===== src/rtl/fb_page_streamer.sv =====
// fb_page_streamer: reads a framebuffer one column byte at a time, page-major,
// and hands each page byte to a display serializer over a valid/ready handshake.
module fb_page_streamer #(
    parameter int H_PIXELS    = 128,
    parameter int V_PIXELS    = 64,
    parameter bit BIT_REVERSE = 1
) (
    input  logic       clk,
    input  logic       rst,
    input  logic       start,
    input  logic       abort,
    input  logic       fb_ready,
    output logic       fb_re,
    output logic [7:0] fb_r_xpos,
    output logic [7:0] fb_r_ypos,
    output logic       fb_r_mode,
    input  logic       fb_r_data_valid,
    input  logic [7:0] fb_dout,
    output logic       byte_valid,
    output logic [7:0] byte_data,
    input  logic       byte_ready,
    output logic       busy,
    output logic       frame_done
);
    localparam logic [7:0] COL_LAST  = 8'(H_PIXELS - 1);
    localparam logic [2:0] PAGE_LAST = 3'(V_PIXELS / 8 - 1);

    typedef enum logic [1:0] {IDLE, REQ, OUT, DONE} state_t;

    state_t     state_q, state_d;
    logic [7:0] col_q, col_d;
    logic [2:0] page_q, page_d;
    logic       re_q, re_d;
    logic       bv_q, bv_d;
    logic [7:0] bd_q, bd_d;
    logic [7:0] din_rev;
    logic       col_last;

    // Panel pages want bit0 = top row; the framebuffer delivers the top row in bit7.
    for (genvar i = 0; i < 8; i++) begin : g_rev
        assign din_rev[i] = fb_dout[7-i];
    end

    assign col_last = col_q == COL_LAST;

    always_comb begin
        state_d = state_q;
        col_d   = col_q;
        page_d  = page_q;
        re_d    = re_q;
        bv_d    = bv_q;
        bd_d    = bd_q;
        case (state_q)
            IDLE: if (start && fb_ready) begin
                col_d   = '0;
                page_d  = '0;
                re_d    = 1'b1;
                state_d = REQ;
            end
            REQ: if (abort) begin
                re_d    = 1'b0;
                bv_d    = 1'b0;
                state_d = IDLE;
            end else if (fb_r_data_valid) begin
                bd_d    = BIT_REVERSE ? din_rev : fb_dout;
                bv_d    = 1'b1;
                re_d    = 1'b0;
                state_d = OUT;
            end
            OUT: if (abort) begin
                re_d    = 1'b0;
                bv_d    = 1'b0;
                state_d = IDLE;
            end else if (byte_ready) begin
                bv_d    = 1'b0;
                col_d   = col_last ? 8'd0 : col_q + 8'd1;
                page_d  = col_last ? page_q + 3'd1 : page_q;
                if (col_last && page_q == PAGE_LAST) begin
                    state_d = DONE;
                end else begin
                    re_d    = 1'b1;
                    state_d = REQ;
                end
            end
            default: state_d = IDLE;
        endcase
    end

    always_ff @(posedge clk) begin
        if (rst) begin
            state_q <= IDLE;
            col_q   <= '0;
            page_q  <= '0;
            re_q    <= 1'b0;
            bv_q    <= 1'b0;
            bd_q    <= '0;
        end else begin
            state_q <= state_d;
            col_q   <= col_d;
            page_q  <= page_d;
            re_q    <= re_d;
            bv_q    <= bv_d;
            bd_q    <= bd_d;
        end
    end

    assign fb_re      = re_q;
    assign fb_r_xpos  = col_q;
    assign fb_r_ypos  = {2'b00, page_q, 3'b000};
    assign fb_r_mode  = 1'b1;
    assign byte_valid = bv_q;
    assign byte_data  = bd_q;
    assign busy       = state_q != IDLE;
    assign frame_done = state_q == DONE;
endmodule


===== config.mk =====
export PLATFORM = sky130hd
export DESIGN_NAME = fb_page_streamer
export DESIGN_NICKNAME = d
export VERILOG_FILES = /design/src/rtl/fb_page_streamer.sv
export SDC_FILE = /design/constraint.sdc
export NUM_CORES = 1
export LEC_CHECK = 0
export BUFFER_PORTS_ARGS = -buffer_cell sky130_fd_sc_hd__buf_2
export CAP_MARGIN = 10
export CORE_ASPECT_RATIO = 1.75
export CORE_MARGIN = 8
export CORE_UTILIZATION = 52
export DETAILED_ROUTE_END_ITERATION = 8
export PLACE_DENSITY = 0.8
export REMOVE_ABC_BUFFERS = 1
export SETUP_SLACK_MARGIN = 0.2
export SYNTH_ARGS = -nofsm -noshare
export SYNTH_HDL_FRONTEND = slang
export SYNTH_SLANG_ARGS = --single-unit

===== constraint.sdc =====
create_clock -name clk -period 2.6 [get_ports clk]
set_clock_uncertainty 0.1 [all_clocks]
set_input_delay 0 -clock clk [delete_from_list [all_inputs] [get_ports clk]]
set_output_delay 0 -clock clk [all_outputs]
set_load 0.02 [all_outputs]

==> flow_summary.json, run 1 <==
{
  "cts.sinks": 23,
  "hpwlAfterDp_mm": 2.25,
  "via_count": 1168,
  "start_util": 0.538,
  "stdcell_count": 210,
  "drt_iter0_drc": 23,
  "die_h_um": 80.2,
  "fin_util": 0.673,
  "synth_edf_count": 0,
  "clock_path_buffers": 2,
  "max_freq_mhz": 527,
  "fin_setup_tns_ns": 0,
  "post_cts.repair.setup_buffers": 0,
  "period_share": 0.730,
  "synth.distinct_cells": 46,
  "cp-end-kind": "flip-flop",
  "clk_pin_slew_ns": 0.08,
  "wl_per_cell_um": 14.4,
  "endpoint": "fb_r_xpos[7]$_SDFFE_PP0P_",
  "path_max_fanout": 15,
  "cts_tree": "built",
  "cap_violations": 0,
  "synth_area_leader_cell": "dfxtp_1",
  "regToRegSetupSlack_ns": 0.70,
  "finalPower_mw": 0.674,
  "cts_resized": 0,
  "rr_startpoint": "state_q[1]$_SDFFE_PP0P_",
  "n_antenna_cell": 0,
  "drtPass1Iterations": 4,
  "synthTopCellsByArea": "dfxtp_1 (38%), a21oi_1 (6.1%), nand2_1 (5.8%), nand2b_1 (4.1%), buf_4 (3.7%)",
  "grt_pass1_vias": 1222,
  "grt_max_degree": 24,
  "syn_inst": 141,
  "status": "finished, final reports clean",
  "setup_viol": 0,
  "post-route-min-period_ns": 1.90,
  "totalWireLength_mm": 3.03,
  "die_w_um": 52.7,
  "yosys_warnings": 0,
  "synth-main-ff-cell": "dfxtp_1",
  "min_path_type": "primary input to flip-flop",
  "synth.cell_area_um2": 1220,
  "rsz0062_at_grt": "no",
  "ctsHtreeMaxLevel": 1,
  "critPathKind": "flip-flop to flip-flop",
  "coreArea_um2": 2270,
  "arrival_ns": 1.99,
  "p_per_area_nw_per_um2": 441,
  "ios": 44,
  "critical_path_depth": 4,
  "post-route-drc-count": 0,
  "layout-drive-gt1-share": 0.281,
  "fillers": 190,
  "cpPeakStageDelay_ns": 0.55,
  "gp_congestion": 0.826,
  "p_leak_nw": 0.662,
  "ir_drop_mv": 0.358,
  "cts_made_buffers": 3,
  "cp_cell_sequence": "and4bb_2, nor2_2, or4_4, a211oi_2",
  "synth_seq_cells": 23,
  "hold_violations": 0,
  "grt_remaining_overflow": 0,
  "dieArea_um2": 4220,
  "slew_viol_final": 0,
  "clk_latency_ns": 0.26,
  "crit_buf_inv": 0,
  "viasPerCell": 5.56,
  "worstRegToRegCells": 4,
  "nets": 204,
  "rows": 23,
  "required_ns": 2.69,
  "syn_area_per_cell_um2": 8.68,
  "dp_cells": 196,
  "antenna_found_initial": 0,
  "async_flop_share": 0,
  "root_buffer": "clkbuf_8",
  "cpLargestDelayFamily": "simple AND/OR/NAND/NOR gates",
  "cp_slowest_cell": "dfxtp_1",
  "setup.worst_path.start": "state_q[1]$_SDFFE_PP0P_",
  "portBuffers": 37,
  "yosysTopAreaCellShare": 0.376,
  "ys_seq_area_frac": 0.376,
  "area_growth_syn_to_layout_pct": 25.1,
  "antenna_left": 0,
  "reg2reg_to": "fb_r_xpos[7]$_SDFFE_PP0P_",
  "grt_util_all_layers": 0.151,
  "grt_pass1_wl_mm": 5.11,
  "critical_path.startpoint_type": "flip-flop"
}
## flip-flops by register name (all words and copies together), names as in the netlist
register    cells
byte_data       8
state_q         2
fb_r_xpos       8
fb_re           1
byte_valid      1
page_q          3
## cells in the mapped netlist, drive strengths merged, types with 3 or more instances
master	number
dfxtp	23
nand2	19
a21oi	15
nor2	9
buf	8
nand2b	8
nor3	4
o21ai	4
clkbuf	3
ha	3
nand3	3
nand3b	3
xnor2	3
xor2	3
## power by group
part | leakage, nW | internal [mW] | switching, mW | total [mW]
Combinational | 0.450 | 0.0382 | 0.0503 | 0.0885
Sequential | 0.186 | 0.358 | 0.00664 | 0.365
Clock | 0.0255 | 0.107 | 0.114 | 0.221
## per-layer routing
metal  part of all wire  global-route usage
met5                  0                   0
met4              0.036              0.0911
met3              0.063              0.0333
met2               0.53               0.271
met1               0.37               0.147
## cells by family (layout without fill, tap and decap cells)
kind of cell,after synthesis,in the layout,share of synthesized area
buf+inv,12,52,0.0613
other cells,2,6,0.00614
xor+xnor,6,6,0.0430
compound gates,32,32,0.172
simple gates,63,63,0.311
fa+ha+maj,3,3,0.0307
flops,23,23,0.376
## cells in the final DEF (no fill, tap or decap), drive strengths merged, types with 2 or more instances in the layout
master	Yosys	routed
nand4b	2	2
nand3	3	3
nand2b	8	8
or4bb	2	2
o21ai	4	4
ha	3	3
o211ai	2	2
nor3b	2	2
dlygate4sd3	0	10
nand2	19	19
a21oi	15	15
a211oi	2	2
conb	2	6
buf	8	37
dfxtp	23	23
nor2	9	9
and4bb	2	2
nand3b	3	3
o2111ai	2	2
clkbuf	3	3
nor3	4	4
xor2	3	3
xnor2	3	3
## how the worst min path moves through the flow
stage                          start                        end  slack (ns)  depth (start not counted)
after floorplan                  rst  byte_data[0]$_SDFFE_PP0P_       -0.03                          1
final                            rst    byte_valid$_SDFFE_PP0P_        0.05                          2
after global routing             rst  byte_data[5]$_SDFFE_PP0P_        0.08                          2
after detailed placement  fb_dout[2]  byte_data[5]$_SDFFE_PP0P_        0.15                          3
after CTS                      abort    state_q[0]$_SDFFE_PP0P_        0.06                          3
after global placement    fb_dout[2]  byte_data[5]$_SDFFE_PP0P_        0.14                          3
## cell type report
cell class | instances | area (µm²) | share of cell area
Clock buffer | 3 | 41.3 | 0.0270
Tap cell | 25 | 31.3 | 0.0204
Sequential cell | 23 | 460 | 0.301
Multi-Input combinational cell | 110 | 703 | 0.460
Inverter | 1 | 3.75 | 0.00245
Timing Repair Buffer | 47 | 285 | 0.186
Clock inverter | 1 | 5.00 | 0.00327
## metrics by stage
step | area (µm²) | hold WS (ns) | setup slack [ns]
finish | 1530 | 0.0470 | 0.702
global route | 1530 | 0.0758 | 0.609
floorplan | 1170 | -0.0309 | 0.874
CTS | 1530 | 0.0571 | 0.715
global placement | 1380 | 0.142 | 0.798
detailed placement | 1380 | 0.147 | 0.747
## what timing repair did
| action | CTS | global route |
|---|---|---|
| hold buffers | 10 | 0 |
| setup endpoints to repair | 0 | 0 |
| endpoints found under the hold margin | 10 | 0 |
(Power assumes the default switching activity.)
==> run 2: changes to the inputs <==
- CORE_UTILIZATION: 52 -> 44
- PLACE_DENSITY: 0.8 -> 0.72
- clock period: 2.6 -> 1.5 ns (I/O delays scaled with it)
==> run 2 against run 1 <==
The flow now finishes with violations (negative setup slack); die area up 13%; non-clock buffer count grew 28; maximum frequency is 16% higher; combinational power rose to 2.7 times the previous value; register-to-register slack worse by 0.84 ns; sequential cell count is the same; clock power up 70%; count of clock-buffer cells in the layout up 1; critical path depth stayed put; via count increased by 11%; highest routed layer unchanged.
==> flow_summary.json, run 2 (synthesis gave the netlist of run 1 again) <==
{
  "fin_setup_tns_ns": -0.947,
  "layout-drive-gt1-share": 0.516,
  "final_cell_mix": "buf_2 (36), buf_4 (26), dfxtp_1 (20)",
  "ctsHtreeMaxLevel": 1,
  "required_ns": 1.57,
  "grt_pass1_vias": 1401,
  "cap_violations": 0,
  "die_h_um": 85.8,
  "grt_max_degree": 19,
  "n_antenna_cell": 0,
  "p_per_area_nw_per_um2": 645,
  "final_cell_area_um2": 1930,
  "hpwlAfterDp_mm": 2.65,
  "place_area_um2": 1560,
  "drtPass1Iterations": 4,
  "dieArea_um2": 4790,
  "grt_remaining_overflow": 0,
  "violations": "negative setup slack",
  "cts.sinks": 23,
  "arrival_ns": 1.71,
  "path_max_fanout": 3,
  "regToRegSetupSlack_ns": -0.13,
  "clock_path_buffers": 2,
  "gp_congestion": 0.856,
  "worstRegToRegCells": 4,
  "nets": 232,
  "clk_pin_slew_ns": 0.08,
  "finalPower_mw": 1.24,
  "min_delay_path_depth": 2,
  "rr_startpoint": "fb_r_xpos[5]$_SDFFE_PP0P_",
  "max_freq_mhz": 612,
  "setup_viol": 13,
  "min_path_type": "primary input to flip-flop",
  "grt_pass1_wl_mm": 6.31,
  "setup.worst_path.start": "fb_r_xpos[5]$_SDFFE_PP0P_",
  "antenna_left": 0,
  "period_share": 1.09,
  "clk_latency_ns": 0.26,
  "min_to": "fb_r_xpos[1]$_SDFFE_PP0P_",
  "cts_tree": "built",
  "area_growth_syn_to_layout_pct": 57.4,
  "start_util": 0.455,
  "drt_iter0_drc": 30,
  "totalWireLength_mm": 3.98,
  "post-route-drc-count": 0,
  "ios": 44,
  "p_leak_nw": 0.840,
  "coreArea_um2": 2690,
  "wl_per_cell_um": 16.6,
  "rows": 25,
  "grt_util_all_layers": 0.156,
  "critical_path.startpoint_type": "flip-flop",
  "status": "finished, violations left",
  "critPathKind": "flip-flop to flip-flop",
  "cts_made_buffers": 3,
  "die_w_um": 55.9,
  "rsz0062_at_grt": "yes",
  "cp-end-kind": "flip-flop",
  "final_common_cell": "buf_2",
  "hold_violations": 0,
  "post-route-min-period_ns": 1.63,
  "portBuffers": 37,
  "root_buffer": "clkbuf_8",
  "ir_drop_mv": 0.415,
  "slew_viol_final": 0,
  "min_from": "rst",
  "via_count": 1297,
  "reg2reg_to": "fb_r_xpos[7]$_SDFFE_PP0P_",
  "fillers": 197,
  "viasPerCell": 5.40,
  "worst_slack_ns": -0.135,
  "antenna_found_initial": 0
}
==> run 2: worst max-delay path by stage <==
| stage | end | cells after the start | slack (ns) |
|---|---|---|---|
| 6_report | fb_r_xpos[7]$_SDFFE_PP0P_ | 4 | -0.13 |
| 5_1_grt | fb_r_xpos[7]$_SDFFE_PP0P_ | 4 | -0.17 |
| 4_1_cts | fb_r_xpos[7]$_SDFFE_PP0P_ | 4 | -0.11 |
| 3_5_place_dp | fb_r_xpos[7]$_SDFFE_PP0P_ | 4 | -0.14 |
| 3_3_place_gp | fb_r_xpos[7]$_SDFFE_PP0P_ | 4 | -0.08 |
| 2_1_floorplan | fb_r_xpos[7]$_SDFFE_PP0P_ | 4 | -0.23 |
==> run 2: stage by stage <==
| step | worst slack (ns) | utilization | instances | hold slack [ns] |
|---|---|---|---|---|
| 4_1_cts | -0.112 | 0.683 | 236 | 0.0351 |
| 5_1_grt | -0.173 | 0.716 | 240 | 0.0685 |
| 2_1_floorplan | -0.226 | - | 134 | -0.0309 |
| 6_report | -0.135 | 0.716 | 240 | 0.0399 |
| 3_5_place_dp | -0.136 | 0.580 | 221 | 0.147 |
| 3_3_place_gp | -0.0784 | 0.580 | 221 | 0.142 |
==> run 2: repair_timing <==
item	in CTS	in global routing
endpoints found under the setup margin	23	23
endpoints found under the hold margin	9	0
hold buffers	9	0
pin swaps	17	6
gates resized for setup	33	12
buffers inserted	2	4
==> run 2: final cells by class <==
class / instances / area, µm² / share of cell area
clock buffer: 4 / 45.0 / 0.0234
inverter: 1 / 3.75 / 0.00195
multi-input combinational: 110 / 862 / 0.448
sequential: 23 / 467 / 0.242
tap: 27 / 33.8 / 0.0175
timing repair buffer: 75 / 514 / 0.267
==> run 2: critical path: stages, from the launching register on <==
cell and delay, ns:
dfxtp_1 0.34, and4_1 0.32, nand2_1 0.10, or4_4 0.48, a211oi_2 0.20
==> run 2: per-layer routing <==
metal	vias up	wire, µm	GRT usage
met4	0	129	0.0703
met3	12	175	0.0355
met1	606	1470	0.151
met2	47	2210	0.300
li1	632	-	-
met5	-	0	0
==> run 2: where the power goes <==
group	leakage (nW)	total (mW)	switching, mW	internal, mW
clock	0.0228	0.376	0.187	0.189
sequential	0.188	0.629	0.00820	0.621
combinational	0.630	0.238	0.123	0.114
==> run 3: changes to the inputs <==
- CORE_UTILIZATION: 44 -> 52
- PLACE_DENSITY: 0.72 -> 0.8
- clock period: 1.5 -> 2.1 ns (I/O delays scaled with it)
==> run 3 against run 2 <==
The flow now finishes without violations; design area fell by 20%; non-clock buffer count shrank 28; total power fell by 33%; routed wire length down 17%; largest cell class unchanged.
==> flow_summary.json, run 3 (synthesis gave the netlist of run 1 again) <==
{
  "fin_setup_tns_ns": 0,
  "required_ns": 2.19,
  "drtPass1Iterations": 4,
  "regToRegSetupSlack_ns": 0.30,
  "cts.sinks": 23,
  "clock_path_buffers": 2,
  "cp_cell_sequence": "and4bb_2, nor2_2, or4_4, a211oi_2",
  "setup.worst_path.start": "state_q[0]$_SDFFE_PP0P_",
  "grt_remaining_overflow": 0,
  "ios": 44,
  "hold_violations": 0,
  "gp_congestion": 0.830,
  "hpwlAfterDp_mm": 2.45,
  "final_cell_area_um2": 1530,
  "totalWireLength_mm": 3.29,
  "max_freq_mhz": 556,
  "grt_util_all_layers": 0.160,
  "cp-end-kind": "flip-flop",
  "post_cts.repair.setup_buffers": 0,
  "layout-drive-gt1-share": 0.297,
  "setup_viol": 0,
  "finalPower_mw": 0.836,
  "critPathKind": "flip-flop to flip-flop",
  "place_area_um2": 1390,
  "min_path_type": "primary input to flip-flop",
  "grt_pass1_vias": 1248,
  "p_seq_frac": 0.540,
  "start_util": 0.538,
  "coreArea_um2": 2270,
  "cap_violations": 0,
  "die_w_um": 52.7,
  "dp_cells": 197,
  "via_count": 1155,
  "antenna_found_initial": 0,
  "p_clk_frac": 0.323,
  "final_common_cell": "buf_2",
  "worstRegToRegCells": 4,
  "nets": 204,
  "cts_made_buffers": 3,
  "reg2reg_to": "fb_r_xpos[7]$_SDFFE_PP0P_",
  "clk_pin_slew_ns": 0.08,
  "cpPeakStageDelay_ns": 0.51,
  "stdcell_count": 210,
  "area_growth_syn_to_layout_pct": 25.2,
  "path_max_fanout": 14,
  "post-route-min-period_ns": 1.80,
  "rr_startpoint": "state_q[0]$_SDFFE_PP0P_",
  "root_buffer": "clkbuf_8",
  "final_cell_mix": "buf_2 (37), dfxtp_1 (22), nand2_1 (19)",
  "ctsHtreeMaxLevel": 1,
  "p_sw_frac": 0.253,
  "wl_per_cell_um": 15.7,
  "n_antenna_cell": 0,
  "endpoint": "fb_r_xpos[7]$_SDFFE_PP0P_",
  "switching_power_mw": 0.212,
  "critical_path.startpoint_type": "flip-flop",
  "grt_pass1_wl_mm": 5.38,
  "status": "finished, final reports clean",
  "ir_drop_mv": 0.380,
  "intPower_mw": 0.624,
  "drt_iter0_drc": 29,
  "portBuffers": 37,
  "arrival_ns": 1.89,
  "pwr-share-comb": 0.137,
  "p_leak_nw": 0.663,
  "worst_slack_ns": 0.300,
  "post-route-drc-count": 0,
  "period_share": 0.857,
  "clk_latency_ns": 0.26,
  "dieArea_um2": 4220,
  "dpl_worst_slack_ns": 0.272,
  "die_h_um": 80.2,
  "cts_tree": "built",
  "rsz0062_at_grt": "no",
  "rows": 23,
  "cp_slowest_cell": "or4_4",
  "antenna_left": 0,
  "p_per_area_nw_per_um2": 546,
  "viasPerCell": 5.50,
  "slew_viol_final": 0,
  "grt_max_degree": 24
}
run 3: changes by cell type in the layout (fill, tap and decap cells not counted), sizes merged:
cell	delta
buf	-28
clkbuf	-1
clkinv	+1
run 3: critical path, delay by kind of cell, from the launching register on:
family / cells / cell delay (ns)
AND/OR/NAND/NOR: 3 / 1.00
flip-flops: 1 / 0.42
AO/OA/AOI/OAI: 1 / 0.21
run 3: layout make-up:
type,count,area (µm²)
fill,195,742
multi-input combinational,110,706
sequential,23,462
timing repair buffer,47,283
clock buffer,3,41.3
tap,25,31.3
clock inverter,1,5.00
inverter,1,3.75
run 3: worst min-delay path by stage:
stage,startpoint,endpoint,cells after the start
3_5_place_dp,fb_dout[2],byte_data[5]$_SDFFE_PP0P_,3
2_1_floorplan,rst,byte_data[0]$_SDFFE_PP0P_,1
6_report,byte_ready,state_q[1]$_SDFFE_PP0P_,3
3_3_place_gp,fb_dout[2],byte_data[5]$_SDFFE_PP0P_,3
4_1_cts,byte_ready,state_q[1]$_SDFFE_PP0P_,3
5_1_grt,byte_ready,state_q[1]$_SDFFE_PP0P_,3
run 3: power by group through the flow:
stage,Combinational [mW],Sequential [mW],Clock (mW)
CTS,0.113,0.451,0.274
global route,0.125,0.452,0.292
detailed placement,0.0999,0.461,0
finish,0.115,0.451,0.270
floorplan,0.0486,0.469,0
global placement,0.0972,0.460,0
run 3: per-stage QoR:
step                utilization  hold WS [ns]
floorplan                     -       -0.0309
global placement          0.612         0.142
detailed placement        0.612         0.150
CTS                       0.672       0.00497
global route              0.674        0.0102
finish                    0.674        0.0100
run 3: what timing repair did:
item                                    in CTS  in global routing
endpoints found under the hold margin        9                  0
hold buffers                                 9                  0
gates resized for setup                      0                  2
endpoints found under the setup margin       0                  3
run 3: routing by layer:
layer,track usage,wire [µm]
met1,0.145,1130
met2,0.292,1810
met3,0.0555,244
met4,0.0859,102
met5,0,0
